<file path="src/rtl/alu_operand_issue_if.sv">
// rtl/alu_operand_issue_if.sv - instruction, operand-bundle and writeback signals of the ALU operand issue stage
interface alu_operand_issue_if #(
  parameter int DATA_W = 32
);
  // Decoded instruction stream from upstream
  logic              in_valid;
  logic              in_ready;
  logic [31:0]       in_instr;

  // Operand bundle towards the ALU
  logic              out_valid;
  logic              out_ready;
  logic [DATA_W-1:0] out_i1;
  logic [DATA_W-1:0] out_i2;
  logic [4:0]        out_sel;
  logic [4:0]        out_rd;

  // Result writeback from the downstream result stage
  logic              wb_en;
  logic [4:0]        wb_addr;
  logic [DATA_W-1:0] wb_data;

  // Driver side: upstream decoder, ALU stage and result stage
  modport master (
    output in_valid, in_instr, out_ready, wb_en, wb_addr, wb_data,
    input  in_ready, out_valid, out_i1, out_i2, out_sel, out_rd
  );

  // Issue stage side
  modport slave (
    input  in_valid, in_instr, out_ready, wb_en, wb_addr, wb_data,
    output in_ready, out_valid, out_i1, out_i2, out_sel, out_rd
  );
endinterface

</file>
<file path="src/rtl/alu_operand_issue.sv">
// rtl/alu_operand_issue.sv - register-file read, pending scoreboard and operand register feeding the ALU (optional RF_BYPASS_EN forwarding)
module alu_operand_issue #(
  parameter int DATA_W = 32,
  parameter int NREGS  = 32
) (
  input  logic               clk,
  input  logic               rst_n,
  alu_operand_issue_if.slave bus
);

  // Instruction fields
  logic [4:0]        op;
  logic [4:0]        rd;
  logic [4:0]        rs;
  logic [4:0]        rt;
  logic              imm_sel;
  logic [10:0]       imm11;
  logic [DATA_W-1:0] imm_ext;

  assign op      = bus.in_instr[31:27];
  assign rd      = bus.in_instr[26:22];
  assign rs      = bus.in_instr[21:17];
  assign rt      = bus.in_instr[16:12];
  assign imm_sel = bus.in_instr[11];
  assign imm11   = bus.in_instr[10:0];
  assign imm_ext = {{(DATA_W-11){imm11[10]}}, imm11};

  // Architectural state
  logic [DATA_W-1:0] regs_q [NREGS];
  logic [DATA_W-1:0] regs_d [NREGS];
  logic [NREGS-1:0]  pend_q;
  logic [NREGS-1:0]  pend_d;

  // Operand output register
  logic              out_valid_q, out_valid_d;
  logic [DATA_W-1:0] out_i1_q, out_i1_d;
  logic [DATA_W-1:0] out_i2_q, out_i2_d;
  logic [4:0]        out_sel_q, out_sel_d;
  logic [4:0]        out_rd_q, out_rd_d;

  // Handshake and hazard terms
  logic [NREGS-1:0]  wb_clr_mask;
  logic [NREGS-1:0]  pend_next;
  logic              hazard;
  logic              in_ready;
  logic              accept;
  logic [DATA_W-1:0] rs_val;
  logic [DATA_W-1:0] rt_val;

  // One-hot of the register being written back this cycle; r0 is never tracked
  always_comb begin
    wb_clr_mask = '0;
    if (bus.wb_en && (bus.wb_addr != 5'd0)) begin
      wb_clr_mask[bus.wb_addr] = 1'b1;
    end
  end

`ifdef RF_BYPASS_EN
  // A writeback landing this cycle already satisfies a waiting reader
  assign pend_next = pend_q & ~wb_clr_mask;
`else
  // Without forwarding the reader waits until the write is visible in the file
  assign pend_next = pend_q;
`endif

  assign hazard   = bus.in_valid & (pend_next[rs] | (~imm_sel & pend_next[rt]));
  assign in_ready = (~out_valid_q | bus.out_ready) & ~hazard;
  assign accept   = bus.in_valid & in_ready;

  // rs read port; r0 is hardwired to zero
  always_comb begin
    rs_val = '0;
    if (rs != 5'd0) begin
      rs_val = regs_q[rs];
`ifdef RF_BYPASS_EN
      if (bus.wb_en && (bus.wb_addr == rs)) begin
        rs_val = bus.wb_data;
      end
`endif
    end
  end

  // rt read port; r0 is hardwired to zero
  always_comb begin
    rt_val = '0;
    if (rt != 5'd0) begin
      rt_val = regs_q[rt];
`ifdef RF_BYPASS_EN
      if (bus.wb_en && (bus.wb_addr == rt)) begin
        rt_val = bus.wb_data;
      end
`endif
    end
  end

  // Register file write: writebacks to r0 are dropped
  always_comb begin
    regs_d = regs_q;
    if (bus.wb_en && (bus.wb_addr != 5'd0)) begin
      regs_d[bus.wb_addr] = bus.wb_data;
    end
  end

  // Scoreboard: writeback clears, accepted writer sets, set wins on collision
  always_comb begin
    pend_d = pend_q & ~wb_clr_mask;
    if (accept && (rd != 5'd0)) begin
      pend_d[rd] = 1'b1;
    end
    pend_d[0] = 1'b0;
  end

  // Operand register: load on accept, drop valid on drain, otherwise hold
  always_comb begin
    out_valid_d = out_valid_q;
    out_i1_d    = out_i1_q;
    out_i2_d    = out_i2_q;
    out_sel_d   = out_sel_q;
    out_rd_d    = out_rd_q;
    if (accept) begin
      out_valid_d = 1'b1;
      out_i1_d    = rs_val;
      out_i2_d    = imm_sel ? imm_ext : rt_val;
      out_sel_d   = op;
      out_rd_d    = rd;
    end else if (bus.out_ready) begin
      out_valid_d = 1'b0;
    end
  end

  // State registers with asynchronous clear
  always_ff @(posedge clk or negedge rst_n) begin
    if (!rst_n) begin
      for (int i = 0; i < NREGS; i++) begin
        regs_q[i] <= '0;
      end
      pend_q      <= '0;
      out_valid_q <= 1'b0;
      out_i1_q    <= '0;
      out_i2_q    <= '0;
      out_sel_q   <= '0;
      out_rd_q    <= '0;
    end else begin
      regs_q      <= regs_d;
      pend_q      <= pend_d;
      out_valid_q <= out_valid_d;
      out_i1_q    <= out_i1_d;
      out_i2_q    <= out_i2_d;
      out_sel_q   <= out_sel_d;
      out_rd_q    <= out_rd_d;
    end
  end

  assign bus.in_ready  = in_ready;
  assign bus.out_valid = out_valid_q;
  assign bus.out_i1    = out_i1_q;
  assign bus.out_i2    = out_i2_q;
  assign bus.out_sel   = out_sel_q;
  assign bus.out_rd    = out_rd_q;

endmodule

</file>
<file path="src/flat_wrapper.sv">
// flat-port wrapper written by rule: the top's interface ports become plain ports
module alu_operand_issue_flat 
#(
  parameter int DATA_W = 32,
  parameter int NREGS  = 32
)
  (clk, rst_n, bus_in_valid, bus_in_instr, bus_out_ready, bus_wb_en, bus_wb_addr, bus_wb_data, bus_in_ready, bus_out_valid, bus_out_i1, bus_out_i2, bus_out_sel, bus_out_rd);
  alu_operand_issue_if #(.DATA_W(DATA_W)) bus_i ();
  input  logic clk;
  input  logic rst_n;
  input wire logic [$bits(bus_i.in_valid)-1:0] bus_in_valid;
  input wire logic [$bits(bus_i.in_instr)-1:0] bus_in_instr;
  input wire logic [$bits(bus_i.out_ready)-1:0] bus_out_ready;
  input wire logic [$bits(bus_i.wb_en)-1:0] bus_wb_en;
  input wire logic [$bits(bus_i.wb_addr)-1:0] bus_wb_addr;
  input wire logic [$bits(bus_i.wb_data)-1:0] bus_wb_data;
  output wire logic [$bits(bus_i.in_ready)-1:0] bus_in_ready;
  output wire logic [$bits(bus_i.out_valid)-1:0] bus_out_valid;
  output wire logic [$bits(bus_i.out_i1)-1:0] bus_out_i1;
  output wire logic [$bits(bus_i.out_i2)-1:0] bus_out_i2;
  output wire logic [$bits(bus_i.out_sel)-1:0] bus_out_sel;
  output wire logic [$bits(bus_i.out_rd)-1:0] bus_out_rd;
  assign bus_i.in_valid = bus_in_valid;
  assign bus_i.in_instr = bus_in_instr;
  assign bus_i.out_ready = bus_out_ready;
  assign bus_i.wb_en = bus_wb_en;
  assign bus_i.wb_addr = bus_wb_addr;
  assign bus_i.wb_data = bus_wb_data;
  assign bus_in_ready = bus_i.in_ready;
  assign bus_out_valid = bus_i.out_valid;
  assign bus_out_i1 = bus_i.out_i1;
  assign bus_out_i2 = bus_i.out_i2;
  assign bus_out_sel = bus_i.out_sel;
  assign bus_out_rd = bus_i.out_rd;
  alu_operand_issue #(.DATA_W(DATA_W), .NREGS(NREGS)) u_core (.clk(clk), .rst_n(rst_n), .bus(bus_i));
endmodule
</file>
<file path="config.mk">
export PLATFORM = sky130hd
export DESIGN_NAME = alu_operand_issue_flat
export DESIGN_NICKNAME = d
export VERILOG_FILES = /design/src/rtl/alu_operand_issue_if.sv /design/src/rtl/alu_operand_issue.sv /design/src/flat_wrapper.sv
export SDC_FILE = /design/constraint.sdc
export NUM_CORES = 2
export LEC_CHECK = 0
export CORE_MARGIN = 8
export CORE_UTILIZATION = 60
export DETAILED_ROUTE_END_ITERATION = 16
export PLACE_DENSITY = 0.84
export SYNTH_ARGS = -nofsm -noshare
export SYNTH_HDL_FRONTEND = slang
export SYNTH_SLANG_ARGS = --single-unit
</file>
<file path="constraint.sdc">
create_clock -name clk -period 4.2 [get_ports clk]
set_clock_uncertainty 0.15 [all_clocks]
set_input_delay 0.63 -clock clk [delete_from_list [all_inputs] [get_ports clk]]
set_output_delay 0.63 -clock clk [all_outputs]
set_load 0.02 [all_outputs]
</file>
==> metrics.md <==
| Metric | Value |
|---|---|
| Status | `finished, final reports clean` |
| GPL Wtd Cong | `around 0.86` |
| Met3 global-route usage | `0.0867` |
| Crit Path Class | `flip-flop to output pin` |
| Starting Density | `0.601` |
| Max-slew violation count | `0` |
| Worst path required time | `between 3 and 4 ns` |
| Vias/cell | `just over 7` |
| Worst-path maximum fanout | `6` |
| Maxcap violations | `0` |
| Synth cell count leaders | `dfrtp_1 (1,130), mux2_2 (1,019), mux4_2 (619)` |
| Global Route Usage Sum | `0.306` |
| Layout cells sized above 1 | `0.541` |
| Synth Cell Area | `roughly 60,000 µm²` |
| Post-synthesis sequential area ratio | `0.481` |
| Global-route wire length before repair | `~250 mm` |
| Async set-reset flop share out of synthesis | `1.00` |
| Via count | `between 30,000 and 40,000` |
| Maximum clock path buffer count | `3` |
| Mapped Cells | `roughly 3,700` |
| Cells after DPL | `4,825` |
| Most numerous cell in the Yosys netlist | `dfrtp_1` |
| YS warnings | `0` |
| Largest net degree at the start of global routing | `approximately 130` |
| Number of enable flip-flop cells after synthesis | `0` |
| Met1 usage | `0.429` |
| I/O Buffers | `roughly 150` |
| Inserted Clock Buffers | `113` |
| GR peak layer | `met2` |
| Full die area | `about 110,000 µm²` |
| Synth-to-layout area growth | `11.8%` |
| Worst EP arrival | `about 2.9 ns` |
| Power per cell area | `503 nW/µm²` |
| Clock H-tree levels | `3` |
| Initial antenna violation count | `6` |
| Core area | `97,800 µm²` |
| Fin crit period | `between 3 and 4 ns` |
| Clock sink total | `1,130` |
| Grt ovf | `0` |
| Die Wd | `about 330 µm` |
| CTS tree | `done` |
| Syn Area/Cell | `around 16 µm²` |
| Detail Route Antenna Nets | `0` |
| Fin nets | `between 3,000 and 4,000` |
| Worst setup SP type | `flip-flop` |
| Area leader, netlist | `dfrtp_1` |
| Fmax | `roughly 270 MHz` |
| Peak supply drop | `roughly 0.00035 V` |
| Worst R2R Setup Slack | `roughly 1.3 ns` |
| Crit path capture type | `output pin` |
| Clk root buf | `clkbuf_16` |
| Syn nets | `3,769` |
| Yosys reg bits | `1,130` |
| Netlist cell types | `44` |
| Routed wire length | `164 mm` |
| Worst slew pin tran | `around 1.1 ns` |
| Cell Count, Final, Fillers Out | `about 5,000` |
| TritonRoute pass-1 iters | `5` |
| Slew margin rel. | `0.261` |
| Leakage power total | `about 0.028 µW` |
| DP HPWL | `~90 mm` |
| Period utilisation layout | `0.876` |
| Finish-stage setup viols | `0` |
| Clock Latency Late Sink | `~0.69 ns` |
| Final Hold Viols | `0` |
| Total Negative Setup Slacks | `0 ns` |
| 1st-iter DRT viols | `around 4,300` |
| Met2 Use GR | `0.459` |
| Reg clk slew, reported paths | `0.06 ns` |
| RSZ-0062 raised after global routing | `false` |
| Row count | `between 100 and 150` |
| Die height | `between 300 and 400 µm` |
| Min-delay worst type | `flip-flop to flip-flop` |
| DR DRC count | `0` |
| Ys flop type | `dfrtp_1` |
| Ranking of synthesized cells by area | `dfrtp_1 (48%), mux4_2 (24%), mux2_2 (20%)` |
| Yosys top cell area share | `0.481` |
| Routed WL per cell | `between 30 and 40 µm` |
| I/O pin cnt | `150` |
| Vias in the first global route | `~38,000` |
layout by cell type, fill, tap and decap left out, types with 12 or more instances in the layout:
master / Yosys / routed
a21oi_1: 14 / 14
a22o_1: 18 / 18
buf_12: 0 / 45
buf_4: 3 / 66
bufinv_16: 0 / 12
clkbuf_1: 279 / 24
clkbuf_16: 0 / 117
clkbuf_8: 0 / 31
clkdlybuf4s50_1: 0 / 138
clkinv_2: 0 / 19
dfrtp_1: 1130 / 1130
inv_1: 86 / 86
mux2_2: 1019 / 1019
mux2_4: 49 / 49
mux2i_1: 74 / 74
mux4_2: 619 / 619
nand2_1: 60 / 48
nor2_1: 43 / 32
o21ai_0: 65 / 65
o22ai_1: 39 / 39
registers in the layout (all words and copies together) (netlist names):
name                  count
u_core.bus.out_i2        32
u_core.bus.out_i1        32
u_core.regs_q          1024
u_core.bus.out_sel        5
u_core.bus.out_valid      1
u_core.bus.out_rd         5
u_core.pend_next         31
critical path, stage by stage, from the launching register on:
cell and delay [ns]:
dfrtp_1 0.40, mux4_2 0.45, and4b_1 0.19, a31o_1 0.21, a311oi_4 0.34, nand2_1 0.13, a21boi_0 0.22, dlymetal6s2s_1 0.27
where the power goes:
group / switching, µW / internal (µW) / total, µW
registers: 1730 / 13100 / 14900
clock network: 4320 / 6360 / 10700
logic: 2870 / 4660 / 7530
kinds of logic after synthesis:
logic type	synth area share
compound gates	0.0163
buf+inv	0.0342
flops	0.481
mux	0.457
simple gates	0.0117
metrics by stage:
stage	total power, µW	setup slack, ns	hold WS (ns)	utilization	cell area (µm²)
6_report	33100	0.521	0.245	0.672	65800
5_1_grt	34300	0.364	0.254	0.672	65800
4_1_cts	33100	0.117	0.247	0.672	65800
3_5_place_dp	22500	0.348	0.233	0.632	61800
3_3_place_gp	22100	0.398	0.227	0.632	61800
2_1_floorplan	19900	0.751	0.184	-	58800
final cells by class:
| class | count | area (µm²) |
|---|---|---|
| Antenna cell | 3 | 7.51 |
| Clock buffer | 172 | 3440 |
| Clock inverter | 36 | 497 |
| Fill cell | 6365 | 32100 |
| Inverter | 86 | 323 |
| Multi-Input combinational cell | 2064 | 28700 |
| Sequential cell | 1130 | 28300 |
| Tap cell | 1287 | 1610 |
| Timing Repair Buffer | 259 | 2900 |
path summary, 6_finish.rpt:
path	from	to	cells past startpoint
worst max register to register	u_core.pend_next[20]	u_core.bus.out_i2[6]	7
max in group asynchronous	rst_n	u_core.regs_q[7]	3
worst min register to register	u_core.regs_q[1019]	u_core.regs_q[1019]	0
min in group asynchronous	rst_n	u_core.regs_q[674]	2
worst max-delay path	u_core.pend_next[20]	bus_in_ready	7
worst min-delay path	u_core.regs_q[1019]	u_core.regs_q[1019]	0
metal layers:
metal	wire length [µm]	part of all wire	up-vias
met1	63000	0.39	19700
met3	18600	0.11	424
met5	69	0.00042	-
met2	75300	0.46	2178
li1	-	-	14100
met4	6670	0.041	10
what timing repair did:
item / in CTS / in global routing
hold endpoints to repair: 44 / 0
hold buffers: 1 / 0
gates resized for setup: 0 / 1
setup buffers: 0 / 0
endpoints found under the setup margin: 0 / 1
(Power assumes the default switching activity.)
